File: src/rtl/mem_access_ctrl.sv
// CPU-side initiator for the 512x32 word-addressed RAM: holds MAR/MDR and sequences
// read/write handshakes with a WAIT_CYCLES-long strobe.
module mem_access_ctrl #(
    parameter int WAIT_CYCLES = 1
) (
    input  logic        clock,
    input  logic        clear,
    input  logic [31:0] BusMuxOut,
    input  logic        MARin,
    input  logic        MDRin,
    input  logic        rd_req,
    input  logic        wr_req,
    input  logic [31:0] Mdatain,
    output logic        mem_read,
    output logic        mem_write,
    output logic [8:0]  mem_address,
    output logic [31:0] mem_wdata,
    output logic [31:0] MDRout,
    output logic        busy,
    output logic        done,
    output logic        req_err
);

    typedef enum logic [2:0] {
        IDLE,
        RD_ACCESS,
        RD_DONE,
        WR_SETUP,
        WR_STROBE,
        WR_DONE
    } StateType;

    localparam logic [3:0] LOAD_COUNT = 4'(WAIT_CYCLES - 1);

    StateType    r_state;
    StateType    w_nextState;
    logic [3:0]  r_count;
    logic [8:0]  r_mar;
    logic [31:0] r_mdr;
    logic        r_memRead;
    logic        r_memWrite;
    logic        r_busy;
    logic        r_done;
    logic        r_reqErr;
    logic        w_idle;
    logic        w_capture;
    logic        w_reqErr;
    logic        w_enterTimed;

    assign w_idle = (r_state == IDLE);

    always_comb begin
        w_nextState = r_state;
        w_capture   = 1'b0;
        case (r_state)
            IDLE: begin
                if (rd_req && !wr_req) begin
                    w_nextState = RD_ACCESS;
                end else if (wr_req && !rd_req) begin
                    w_nextState = WR_SETUP;
                end
            end
            RD_ACCESS: begin
                if (r_count == 4'd0) begin
                    w_nextState = RD_DONE;
                    w_capture   = 1'b1;
                end
            end
            RD_DONE:   w_nextState = IDLE;
            WR_SETUP:  w_nextState = WR_STROBE;
            WR_STROBE: begin
                if (r_count == 4'd0) begin
                    w_nextState = WR_DONE;
                end
            end
            WR_DONE:   w_nextState = IDLE;
            default:   w_nextState = IDLE;
        endcase
    end

    // Both requests at once in IDLE, or any request while an access is running, is rejected.
    assign w_reqErr = w_idle ? (rd_req && wr_req) : (rd_req || wr_req);

    assign w_enterTimed = (w_nextState != r_state) &&
                          ((w_nextState == RD_ACCESS) || (w_nextState == WR_STROBE));

    always_ff @(posedge clock or negedge clear) begin
        if (!clear) begin
            r_state <= IDLE;
            r_count <= 4'd0;
        end else begin
            r_state <= w_nextState;
            if (w_enterTimed) begin
                r_count <= LOAD_COUNT;
            end else if ((r_state == RD_ACCESS || r_state == WR_STROBE) && r_count != 4'd0) begin
                r_count <= r_count - 4'd1;
            end
        end
    end

    // MAR/MDR load only in IDLE so address and data stay put for the whole write strobe.
    always_ff @(posedge clock or negedge clear) begin
        if (!clear) begin
            r_mar <= 9'd0;
            r_mdr <= 32'd0;
        end else begin
            if (w_idle && MARin) begin
                r_mar <= BusMuxOut[8:0];
            end
            if (w_capture) begin
                r_mdr <= Mdatain;
            end else if (w_idle && MDRin) begin
                r_mdr <= BusMuxOut;
            end
        end
    end

    always_ff @(posedge clock or negedge clear) begin
        if (!clear) begin
            r_memRead  <= 1'b0;
            r_memWrite <= 1'b0;
            r_busy     <= 1'b0;
            r_done     <= 1'b0;
            r_reqErr   <= 1'b0;
        end else begin
            r_memRead  <= (w_nextState == RD_ACCESS);
            r_memWrite <= (w_nextState == WR_STROBE);
            r_busy     <= (w_nextState != IDLE);
            r_done     <= (w_nextState == RD_DONE) || (w_nextState == WR_DONE);
            r_reqErr   <= w_reqErr;
        end
    end

    assign mem_read    = r_memRead;
    assign mem_write   = r_memWrite;
    assign mem_address = r_mar;
    assign mem_wdata   = r_mdr;
    assign MDRout      = r_mdr;
    assign busy        = r_busy;
    assign done        = r_done;
    assign req_err     = r_reqErr;

endmodule

File: config.mk
export PLATFORM = sky130hd
export DESIGN_NAME = mem_access_ctrl
export DESIGN_NICKNAME = d
export VERILOG_FILES = /design/src/rtl/mem_access_ctrl.sv
export SDC_FILE = /design/constraint.sdc
export NUM_CORES = 1
export LEC_CHECK = 0
export BUFFER_PORTS_ARGS = -buffer_cell sky130_fd_sc_hd__buf_2
export CORE_ASPECT_RATIO = 1.25
export CORE_UTILIZATION = 35
export CTS_CLUSTER_SIZE = 16
export DETAILED_ROUTE_END_ITERATION = 12
export PLACE_DENSITY = 0.68
export SETUP_SLACK_MARGIN = 0.15
export SYNTH_ARGS = -nofsm -noshare
export SYNTH_HDL_FRONTEND = slang
export SYNTH_SLANG_ARGS = --single-unit
File: constraint.sdc
create_clock -name clock -period 2.9 [get_ports clock]
set_input_delay 0.29 -clock clock [delete_from_list [all_inputs] [get_ports clock]]
set_output_delay 0.29 -clock clock [all_outputs]
set_load 0.01 [all_outputs]
==> flow_summary.ini <==
[die]
num_io_pins = 148
dieArea_mm2 = 0.00821
core_area_mm2 = 0.00749
initial_core_util_pct = 36.7
chipWidth_um = 81.2
die-height_um = 101
rows = 35

[clock_network]
clk_pin_slew_ns = 0.10
post_cts_resized = 0
numCtsBuffers = 5
clock_latency_ns = 0.31
cts-root-buf = clkbuf_8
clock-sinks = 53
clk_path_buf_depth = 2
cts_tree = done
cts_hold_buf = 0
cts_htree_levels = 2
post-cts-setup-buffers = 0

[sta]
final.period_utilization_pct = 75.1
tns_ns = 0
period_minus_slack_ns = 2.18
rsz0062_at_grt = false
setup_viol = 0
maxSlewHeadroom_pct = 48.3
tightest_slew_ns = 0.776
fin_skew_ns = 0.0109
finalHoldViolations = 0
timing.fmax_mhz = 459
setup_ws_ns = 0.721
hold_ws_ns = 0.0502
drv_slew = 0

[routing]
vias = 2051
postRouteAntennaNets = 0
first_pass_iters = 3
drc = 0
finalWirelength_um = 5730
avgRoutedWirePerCell_um = 13.4
dr.first_iter.drc_count = 64
post_drt_via_cell_ratio = 4.80

[final_layout]
fillers = 763
nets = 405
fin_cells = 427
final_layout_size_suffix_gt1_share_pct = 62.7
fin_area_mm2 = 0.00340
syn2layout_area_growth_pct = 23.7
n_antenna_cell = 0

[setup_path]
endpoint = MDRout[26]
reg2regPathDepth = 5
cp-startpoint = r_count[0]
end_kind = flop
rr_startpoint = r_count[0]
worstPathArrival_ns = 2.37
cp-start-kind = flop
path_class = flop to flop
timing.reg2reg.setup_slack_ns = 0.72
worst_r2r_endpoint = MDRout[26]
crit_fanout = 22
cp.required_ns = 3.09

[flow_run]
maxCapViolCount = 0

[grt]
grt_pass1_wl_um = 9000
first_global_vias = 1921
grt.total_usage_pct = 14.5
grt.overflow.total = 0
antenna_found_initial = 1
grt_max_degree = 35

[pwr]
power_switching_uw = 1380
leakagePower_uw = 0.00167
internal_power_uw = 2220
seq_power_share_pct = 37.1
p_sw_share_pct = 38.3
p_per_area_mw_per_mm2 = 1060
comb_power_share_pct = 51.6
clkPwrFrac_pct = 11.3
vdd_drop_max_mv = 0.404

[synth]
ys_types = 34
syn_inst = 219
synth_fp_nets = 290
syn_area_per_cell_um2 = 12.5
yosys_warnings = 0
netlist_area_mm2 = 0.00275
synth_area_leader_cell = dfrtp_1
synthTopCellsByArea = dfrtp_1 (48%), mux2_2 (19%), buf_4 (8.7%), a221o_1 (3.6%), and2_1 (2.5%)
synth.top_cell.area_share_pct = 48.3
seq_area_frac_synth_pct = 48.3
synth_seq_cells = 53

[worst_hold_path]
hold_path_class = primary input to async pin

[place]
place_area_mm2 = 0.00331
hpwl_um = 4400
pre_cts_ws_ns = 0.709
port_buffers = 147
gp_congestion = 0.753
dp_cells = 419

[outcome]
status = finished, final reports clean
cells in the mapped netlist:
| cell | number |
|---|---|
| nor3b_4 | 1 |
| or3b_2 | 1 |
| nor3_1 | 3 |
| nand2b_1 | 1 |
| and3_1 | 1 |
| nor2b_1 | 1 |
| buf_2 | 5 |
| mux2_1 | 6 |
| nand3_2 | 1 |
| xor2_1 | 1 |
| buf_6 | 3 |
| a31oi_4 | 1 |
| nand3_1 | 1 |
| buf_4 | 32 |
| clkbuf_1 | 1 |
| o21a_1 | 1 |
| dfrtp_1 | 53 |
| or4_1 | 4 |
| and2_1 | 11 |
| a2111oi_0 | 1 |
| clkbuf_2 | 1 |
| inv_1 | 3 |
| a221o_1 | 10 |
| o31ai_1 | 2 |
| ha_1 | 1 |
| nor2_1 | 5 |
| o21ai_0 | 7 |
| nor3b_1 | 1 |
| mux2_2 | 47 |
| or4b_1 | 2 |
| nand2_1 | 3 |
| xnor2_1 | 1 |
| a21oi_1 | 6 |
| nor4b_4 | 1 |
worst max-delay path, stage by stage (launching register included):
cell and delay, ns:
dfrtp_1 0.41, inv_1 0.06, ha_1 0.18, nor3b_4 0.37, nand3_2 0.53, mux2_1 0.50
power by group through the flow:
stage | Combinational [uW] | Clock, uW | Sequential, uW
finish | 1860 | 405 | 1340
global route | 2060 | 455 | 1390
CTS | 1890 | 436 | 1340
detailed placement | 1890 | 0 | 1350
global placement | 1860 | 0 | 1340
floorplan | 1360 | 0 | 1470
logic make-up after synthesis:
| group | share of synthesized area, % |
|---|---|
| AOI/OAI and AO/OA | 7.93 |
| xor gates and xnor gates | 0.638 |
| adders and majority gates | 0.456 |
| buffers and inverters | 11.6 |
| DFF | 48.3 |
| muxes | 21.7 |
| and+or+nand+nor | 9.34 |
state kept, by name, summed over array words and instances, names as in the netlist:
| signal | flops |
|---|---|
| MDRout | 32 |
| mem_address | 9 |
| r_count | 4 |
| r_state | 3 |
| busy | 1 |
| done | 1 |
| mem_read | 1 |
| mem_write | 1 |
| req_err | 1 |
metrics by stage:
step	util, %	power (uW)
2_1_floorplan	-	2830
3_3_place_gp	44.2	3200
3_5_place_dp	44.2	3250
4_1_cts	45.4	3670
5_1_grt	45.4	3910
6_report	45.4	3600
metal layers:
layer  track usage (%)  part of all wire [%]  vias up
met5                 0                  0.14        -
met4              4.95                   1.2        2
met3              3.98                   7.7        6
met2              26.0                    52       91
met1              16.1                    38      975
li1                  -                     -      977
worst min path at each step:
| stage | cells after the start | startpoint | to | slack (ns) |
|---|---|---|---|---|
| 6_report | 1 | clear | mem_address[4] | 0.05 |
| 5_1_grt | 1 | clear | r_state[2] | 0.11 |
| 4_1_cts | 1 | clear | mem_address[4] | 0.07 |
| 3_5_place_dp | 1 | clear | r_state[2] | 0.41 |
| 3_3_place_gp | 1 | clear | req_err | 0.42 |
| 2_1_floorplan | 0 | clear | MDRout[0] | -0.006 |
area by class of cell:
cell class	count	area, um2	area share [%]
Sequential cell	53	1330	39.0
Multi-Input combinational cell	121	1100	32.4
Timing Repair Buffer	150	758	22.3
Tap cell	92	115	3.39
Clock buffer	5	68.8	2.03
Clock inverter	3	17.5	0.515
Inverter	3	11.3	0.331
cells in the final DEF, fill, tap and decap left out, types with 2 or more instances in the layout:
cell type    n
buf_4        3
mux2_2      47
dfrtp_1     53
clkinv_2     2
or4_1        4
inv_1        3
nor2_1       5
and2_1      11
a21oi_1      6
or4b_1       2
o21ai_0      7
nor3_1       3
mux2_1       6
buf_2      147
o31ai_1      2
nand2_1      3
clkbuf_8     5
a221o_1     10
No activity file was read; power rests on OpenSTA's default activity.
